$ cat config.mk
export PLATFORM = sky130hd
export DESIGN_NAME = rom_fetch_unit
export DESIGN_NICKNAME = d
export VERILOG_FILES = /design/src/rtl/rom_fetch_unit_pkg.sv /design/src/rtl/rom_fetch_unit_fetch_buffer.sv /design/src/rtl/rom_fetch_unit.sv
export SDC_FILE = /design/constraint.sdc
export NUM_CORES = 1
export LEC_CHECK = 0
export CAP_MARGIN = 20
export CORE_ASPECT_RATIO = 2
export CORE_MARGIN = 2
export CORE_UTILIZATION = 54
export DETAILED_ROUTE_END_ITERATION = 8
export GPL_TIMING_DRIVEN = 0
export PLACE_DENSITY_LB_ADDON = 0.08
export SYNTH_ARGS = -nofsm -noshare
export SYNTH_HDL_FRONTEND = slang
export SYNTH_SLANG_ARGS = --single-unit
$ cat constraint.sdc
create_clock -name clk -period 5.6 [get_ports clk]
set_clock_uncertainty 0.2 [all_clocks]
set_input_delay 1.12 -clock clk [delete_from_list [all_inputs] [get_ports clk]]
set_output_delay 1.12 -clock clk [all_outputs]
set_load 0.02 [all_outputs]
$ cat src/rtl/rom_fetch_unit_pkg.sv
// Shared definitions for the instruction-fetch unit: ROM window defaults,
// the buffered fetch-entry layout and the fetch-address legality rule.
package rom_fetch_unit_pkg;

  localparam int unsigned XLEN             = 32;
  localparam int unsigned WORD_BYTES       = 4;
  localparam logic [31:0] DEFAULT_RESET_PC = 32'h0040_0000;

  typedef struct packed {
    logic [XLEN-1:0] pc;
    logic [XLEN-1:0] instr;
  } fetch_entry_t;

  // Word-aligned and inside [base, base + depth*4); 33-bit limit avoids wrap at the top of memory.
  function automatic logic pc_legal(input logic [31:0] pc,
                                    input logic [31:0] base,
                                    input int unsigned depth);
    logic [32:0] limit;
    limit = {1'b0, base} + (33'(depth) * 33'(WORD_BYTES));
    return (pc[1:0] == 2'b00) && (pc >= base) && ({1'b0, pc} < limit);
  endfunction

endpackage

$ cat src/rtl/rom_fetch_unit_fetch_buffer.sv
// Two-entry FIFO between the fetch sequencer and decode, with a synchronous
// flush that discards everything queued.
module fetch_buffer #(
  parameter int unsigned WIDTH = 64
) (
  input  logic             clk,
  input  logic             rst_n,
  input  logic             flush,
  input  logic             push,
  input  logic [WIDTH-1:0] push_data,
  input  logic             pop,
  output logic             valid,
  output logic [WIDTH-1:0] head_data,
  output logic [1:0]       count
);

  // Handshake: head transfers on pop while valid; push is taken when not full
  // or when a pop frees the head slot in the same cycle; flush overrides both.
  logic [WIDTH-1:0] slot [2];
  logic             rd_ptr;
  logic             wr_ptr;
  logic             do_push;
  logic             do_pop;

  assign do_pop  = pop & (count != 2'd0);
  assign do_push = push & ((count != 2'd2) | do_pop);

  always_ff @(posedge clk or negedge rst_n) begin
    if (!rst_n) begin
      slot[0] <= '0;
      slot[1] <= '0;
      rd_ptr  <= 1'b0;
      wr_ptr  <= 1'b0;
      count   <= 2'd0;
    end else if (flush) begin
      rd_ptr <= 1'b0;
      wr_ptr <= 1'b0;
      count  <= 2'd0;
    end else begin
      if (do_push) begin
        slot[wr_ptr] <= push_data;
        wr_ptr       <= ~wr_ptr;
      end
      if (do_pop) begin
        rd_ptr <= ~rd_ptr;
      end
      case ({do_push, do_pop})
        2'b10:   count <= count + 2'd1;
        2'b01:   count <= count - 2'd1;
        default: count <= count;
      endcase
    end
  end

  assign valid     = (count != 2'd0);
  assign head_data = valid ? slot[rd_ptr] : '0;

endmodule

$ cat src/rtl/rom_fetch_unit.sv
// Fetch sequencer owning the ROM address port: holds fetch_pc, pushes one
// ROM word per cycle into the decode queue, handles redirects and faults.
module rom_fetch_unit
  import rom_fetch_unit_pkg::*;
#(
  parameter int unsigned DATA_WIDTH   = 32,
  parameter int unsigned MEMORY_DEPTH = 64,
  parameter logic [31:0] RESET_PC     = DEFAULT_RESET_PC
) (
  input  logic                  clk,
  input  logic                  reset,
  input  logic                  Redirect_i,
  input  logic [DATA_WIDTH-1:0] Redirect_Address_i,
  input  logic                  Ready_i,
  output logic                  Valid_o,
  output logic [DATA_WIDTH-1:0] Instruction_o,
  output logic [DATA_WIDTH-1:0] Pc_o,
  output logic                  Fault_o,
  output logic [DATA_WIDTH-1:0] Rom_Address_o,
  input  logic [DATA_WIDTH-1:0] Rom_Instruction_i
);

  logic [DATA_WIDTH-1:0] fetch_pc;
  logic                  legal;
  logic                  push;
  logic                  pop;
  logic                  buf_valid;
  logic [1:0]            buf_count;
  fetch_entry_t          push_entry;
  fetch_entry_t          head_entry;

  assign legal = pc_legal(fetch_pc, RESET_PC, MEMORY_DEPTH);

  // Redirect suppresses both sides of the queue for its cycle.
  assign pop  = buf_valid & Ready_i & ~Redirect_i;
  assign push = legal & ~Redirect_i & ((buf_count != 2'd2) | pop);

  assign push_entry.pc    = fetch_pc;
  assign push_entry.instr = Rom_Instruction_i;

  always_ff @(posedge clk or negedge reset) begin
    if (!reset) begin
      fetch_pc <= RESET_PC;
    end else if (Redirect_i) begin
      fetch_pc <= Redirect_Address_i;
    end else if (push) begin
      fetch_pc <= fetch_pc + DATA_WIDTH'(WORD_BYTES);
    end
  end

  fetch_buffer #(
    .WIDTH($bits(fetch_entry_t))
  ) u_buffer (
    .clk       (clk),
    .rst_n     (reset),
    .flush     (Redirect_i),
    .push      (push),
    .push_data (push_entry),
    .pop       (pop),
    .valid     (buf_valid),
    .head_data (head_entry),
    .count     (buf_count)
  );

  assign Valid_o       = buf_valid;
  assign Instruction_o = head_entry.instr;
  assign Pc_o          = head_entry.pc;
  assign Rom_Address_o = fetch_pc;
  // Fault waits for legal entries already queued to drain.
  assign Fault_o       = ~legal & (buf_count == 2'd0);

endmodule

==> run summary <==
The run finished with clean final reports. Entering global routing, the biggest net connects 103 pins. Initial antenna violation count: 0. Yosys attributes the largest share of cell area to dfrtp_1 (58%), mux2_2 (11%), mux2i_1 (9.0%). Pin placement for this block handled 166 I/O pins. The number of pins exceeding their max-slew limit in the final report was 0; the post-synthesis instance total was 559. In this run the register-to-register setup slack is 2090 ps. The required time of the worst setup path is 4280 ps, and the global routing usage summed across all routing layers is 0.238. In this design, the stage delay of the slowest critical-path cell is 640 ps. Traced cell by cell, the critical path runs through clkbuf_1 > buf_1 > mux2i_1 > nor2_1 > clkdlybuf4s50_1. The leading area contributor after synthesis was dfrtp_1. The area of the mapped netlist came out at 7090 µm². The worst-case IR drop observed on VDD is 232 µV.

Setup violations remaining at the end of the flow were counted as 0. The count of input and output buffers came out at 164. TritonCTS built the clock tree. STA classifies the critical path endpoint as a primary output. The logs give 17 for the CTS buffer count and 0 for the post-detailed-route DRC marker count. The net count of the finished layout is 813. The total via count in the routed design is 4925, and the Yosys warning count is 0. In this run, placement finished with an instance count of 876.

Worst hold margin: 271 ps. The worst register-to-register path ends at u_buffer.slot[95]$_DFFE_PN0P_. CTS built an H-tree with a depth of 4. The cell depth of the worst hold path came out at 1.

The path with the worst hold slack has its endpoint at u_buffer.slot[54]$_DFFE_PN0P_. The worst setup path is launched from a flip-flop. Counting along the longest clock path gives a buffer depth of 2. The run gives 0 as the total of cells resized after clock tree synthesis. The logs give 4 for the number of optimization iterations in the first detailed-route pass and 8950 µm² for the placement-stage cell area.

The standard cell with the maximum stage delay on the critical path is clkdlybuf4s50_1. Final cell utilization of the core: 0.736. Once layout is done, the placed cells without fillers occupy 9500 µm². At the pin with the least slew margin, the transition time is 922 ps.

The total overflow left after global routing is 0. After clock tree synthesis, the clock-pin slew on the worst setup and hold paths is 70 ps. Power spread over the standard cell area amounts to 269 nW/µm².

The routed design has 16000 µm of wire. The type of the worst setup path was reg -> out. The floorplan has 59 rows. The width of the die works out to 85 µm.

The repair_antennas step left the layout with diodes totalling 0. The layout cell share with drive strength beyond 1 works out to 0.148. Dividing the detail-routed via count by the number of cells gives 5.42.

For the worst-skew pair, the clock arrives at the later sink with an insertion delay of 420 ps. After synthesis the netlist holds a flip-flop and latch count of 164. In this run, synthesis inferred 0 flip-flops with an integrated enable. The tools report the clock root buffer as clkbuf_16. At the end of routability-driven placement, the weighted congestion stood at 0.834. The hold violation total from the final report is 0.

The initial cell density of the core is 0.548, and the average footprint of a synthesized cell is 12.7 µm². Setup repair after global routing left no endpoint under its margin. The tree built by TritonCTS fans out to 164 sinks. After layout, the minimum clock period comes to 4200 ps. The path class of the tightest hold or removal check is reg -> reg. The tool flagged a number of max-cap violations equal to 0. The first global-routing pass estimated 26800 µm of wire.

The data arrival time of the critical path came out at 2880 ps. Along the worst path, the maximum fanout reaches 10. Share of synthesized flip-flops with an asynchronous set or reset: 1.00. Based on the critical path, the design can be clocked at up to 238 MHz. Buffers added to address setup during post-CTS repair amount to 0. The sum of buffers and inverters on the critical path is 3, and the number of library cell types mapped by synthesis is 39. The detailed router finished its first iteration with 220 violations.

Most used flip-flop cell after synthesis: dfrtp_1. The tools report the hold path startpoint as u_buffer.slot[54]$_DFFE_PN0P_. The die outline area was 14100 µm²; the final HPWL from detailed placement was 11800 µm. In this run the vertical extent of the chip is 166 µm. After floorplanning, the core was sized to cover 12900 µm². The logs give 629 for the number of nets in the synthesized netlist and 5507 for the via count of the first global-routing pass. The worst slew slack as a fraction of its limit was 0.386. The share of the synthesized area in the top cell type was 0.576. The non-filler instance count after layout was 908; the wire length per cell after detailed routing was 17.7 µm. The static power due to leakage was 4.13 nW. The number of hold buffers added after CTS was 0.

The cell count of the worst reg-to-reg path was 6. The logs give 0.579 for the sequential fraction of the synthesis area and 0 for the number of nets with antenna violations after routing. On the critical path the largest part of the delay comes from buffers and inverters.

Compared with the post-synthesis result, the final layout area differs by 34.1%. The final critical-path share of the clock period came out at 0.751. The startpoint of the lowest-slack register-to-register path was Rom_Address_o[22]$_DFFE_PN1P_. The run gives 2.56 mW as the total power after layout.
cells in the mapped netlist, drive strengths merged, types with 4 or more instances:
cell type / n
dfrtp: 163
mux2: 101
nor2: 74
mux2i: 64
nor2b: 51
buf: 19
clkbuf: 17
a31oi: 6
inv: 6
nand2: 6
nor4: 6
or4: 6
o21ai: 5
nand3: 4
worst max path at each step:
stage	startpoint	endpoint	slack, ps	depth (start not counted)
after CTS	u_buffer.rd_ptr$_DFFE_PN0P_	Instruction_o[22]	1350	5
after global placement	reset	Rom_Address_o[0]$_DFFE_PN0P_	-3070	1
after floorplan	Rom_Address_o[22]$_DFFE_PN1P_	Fault_o	2540	3
after detailed placement	Ready_i	u_buffer.slot[95]$_DFFE_PN0P_	1430	7
final	u_buffer.rd_ptr$_DFFE_PN0P_	Pc_o[7]	1400	5
after global routing	u_buffer.rd_ptr$_DFFE_PN0P_	Pc_o[7]	1210	5
registers in the layout (all words and copies together), names as in the netlist:
| signal | count |
|---|---|
| Rom_Address_o | 32 |
| u_buffer.count | 2 |
| u_buffer.rd_ptr | 1 |
| u_buffer.slot | 128 |
| u_buffer.wr_ptr | 1 |
cell families after synthesis:
family / count (synthesis) / share of synthesized area
AO/OA/AOI/OAI: 23 / 0.0221
XOR/XNOR: 1 / 0.00124
adder cells (fa/ha/maj): 2 / 0.00353
buffers and inverters: 42 / 0.0237
flip-flops: 164 / 0.579
multiplexers: 165 / 0.251
AND/OR/NAND/NOR: 162 / 0.119
placed cells by master, fill, tap and decap left out, types with 6 or more instances in the layout:
cell | synthesis | routed
mux2_2 | 67 | 67
clkdlybuf4s50_1 | 0 | 163
mux2_1 | 34 | 34
clkbuf_1 | 17 | 18
or4_1 | 6 | 6
mux2i_1 | 64 | 64
nand2_1 | 6 | 6
buf_2 | 8 | 8
clkbuf_16 | 0 | 17
dfrtp_1 | 163 | 163
nor2_1 | 74 | 74
nor2b_1 | 51 | 51
inv_1 | 6 | 6
buf_1 | 11 | 11
a31oi_1 | 6 | 6
metal layers:
layer | routed length (µm) | up-vias | track usage
met5 | 0 | - | 0
met4 | 343 | 0 | 0.0821
met3 | 752 | 28 | 0.0522
met2 | 9180 | 144 | 0.446
met1 | 5760 | 2462 | 0.254
li1 | - | 2291 | -
per-stage QoR:
stage / setup TNS [ps] / worst slack [ps]
after floorplan: 0 / 2540
after global placement: -499430 / -3070
after detailed placement: 0 / 1430
after CTS: 0 / 1350
after global routing: 0 / 1210
final: 0 / 1400
report_power, final:
part | switching [mW] | internal, mW
sequential | 0.0288 | 1.22
combinational | 0.100 | 0.115
clock | 0.495 | 0.596
final cells by class:
| class | count | area (µm²) |
|---|---|---|
| tap | 152 | 190 |
| clock buffer | 19 | 443 |
| timing repair buffer | 165 | 1670 |
| inverter | 6 | 22.5 |
| clock inverter | 13 | 115 |
| multi-input combinational | 353 | 2810 |
| buffer | 36 | 145 |
| fill | 940 | 3410 |
| sequential | 164 | 4110 |
(Power assumes the default switching activity.)
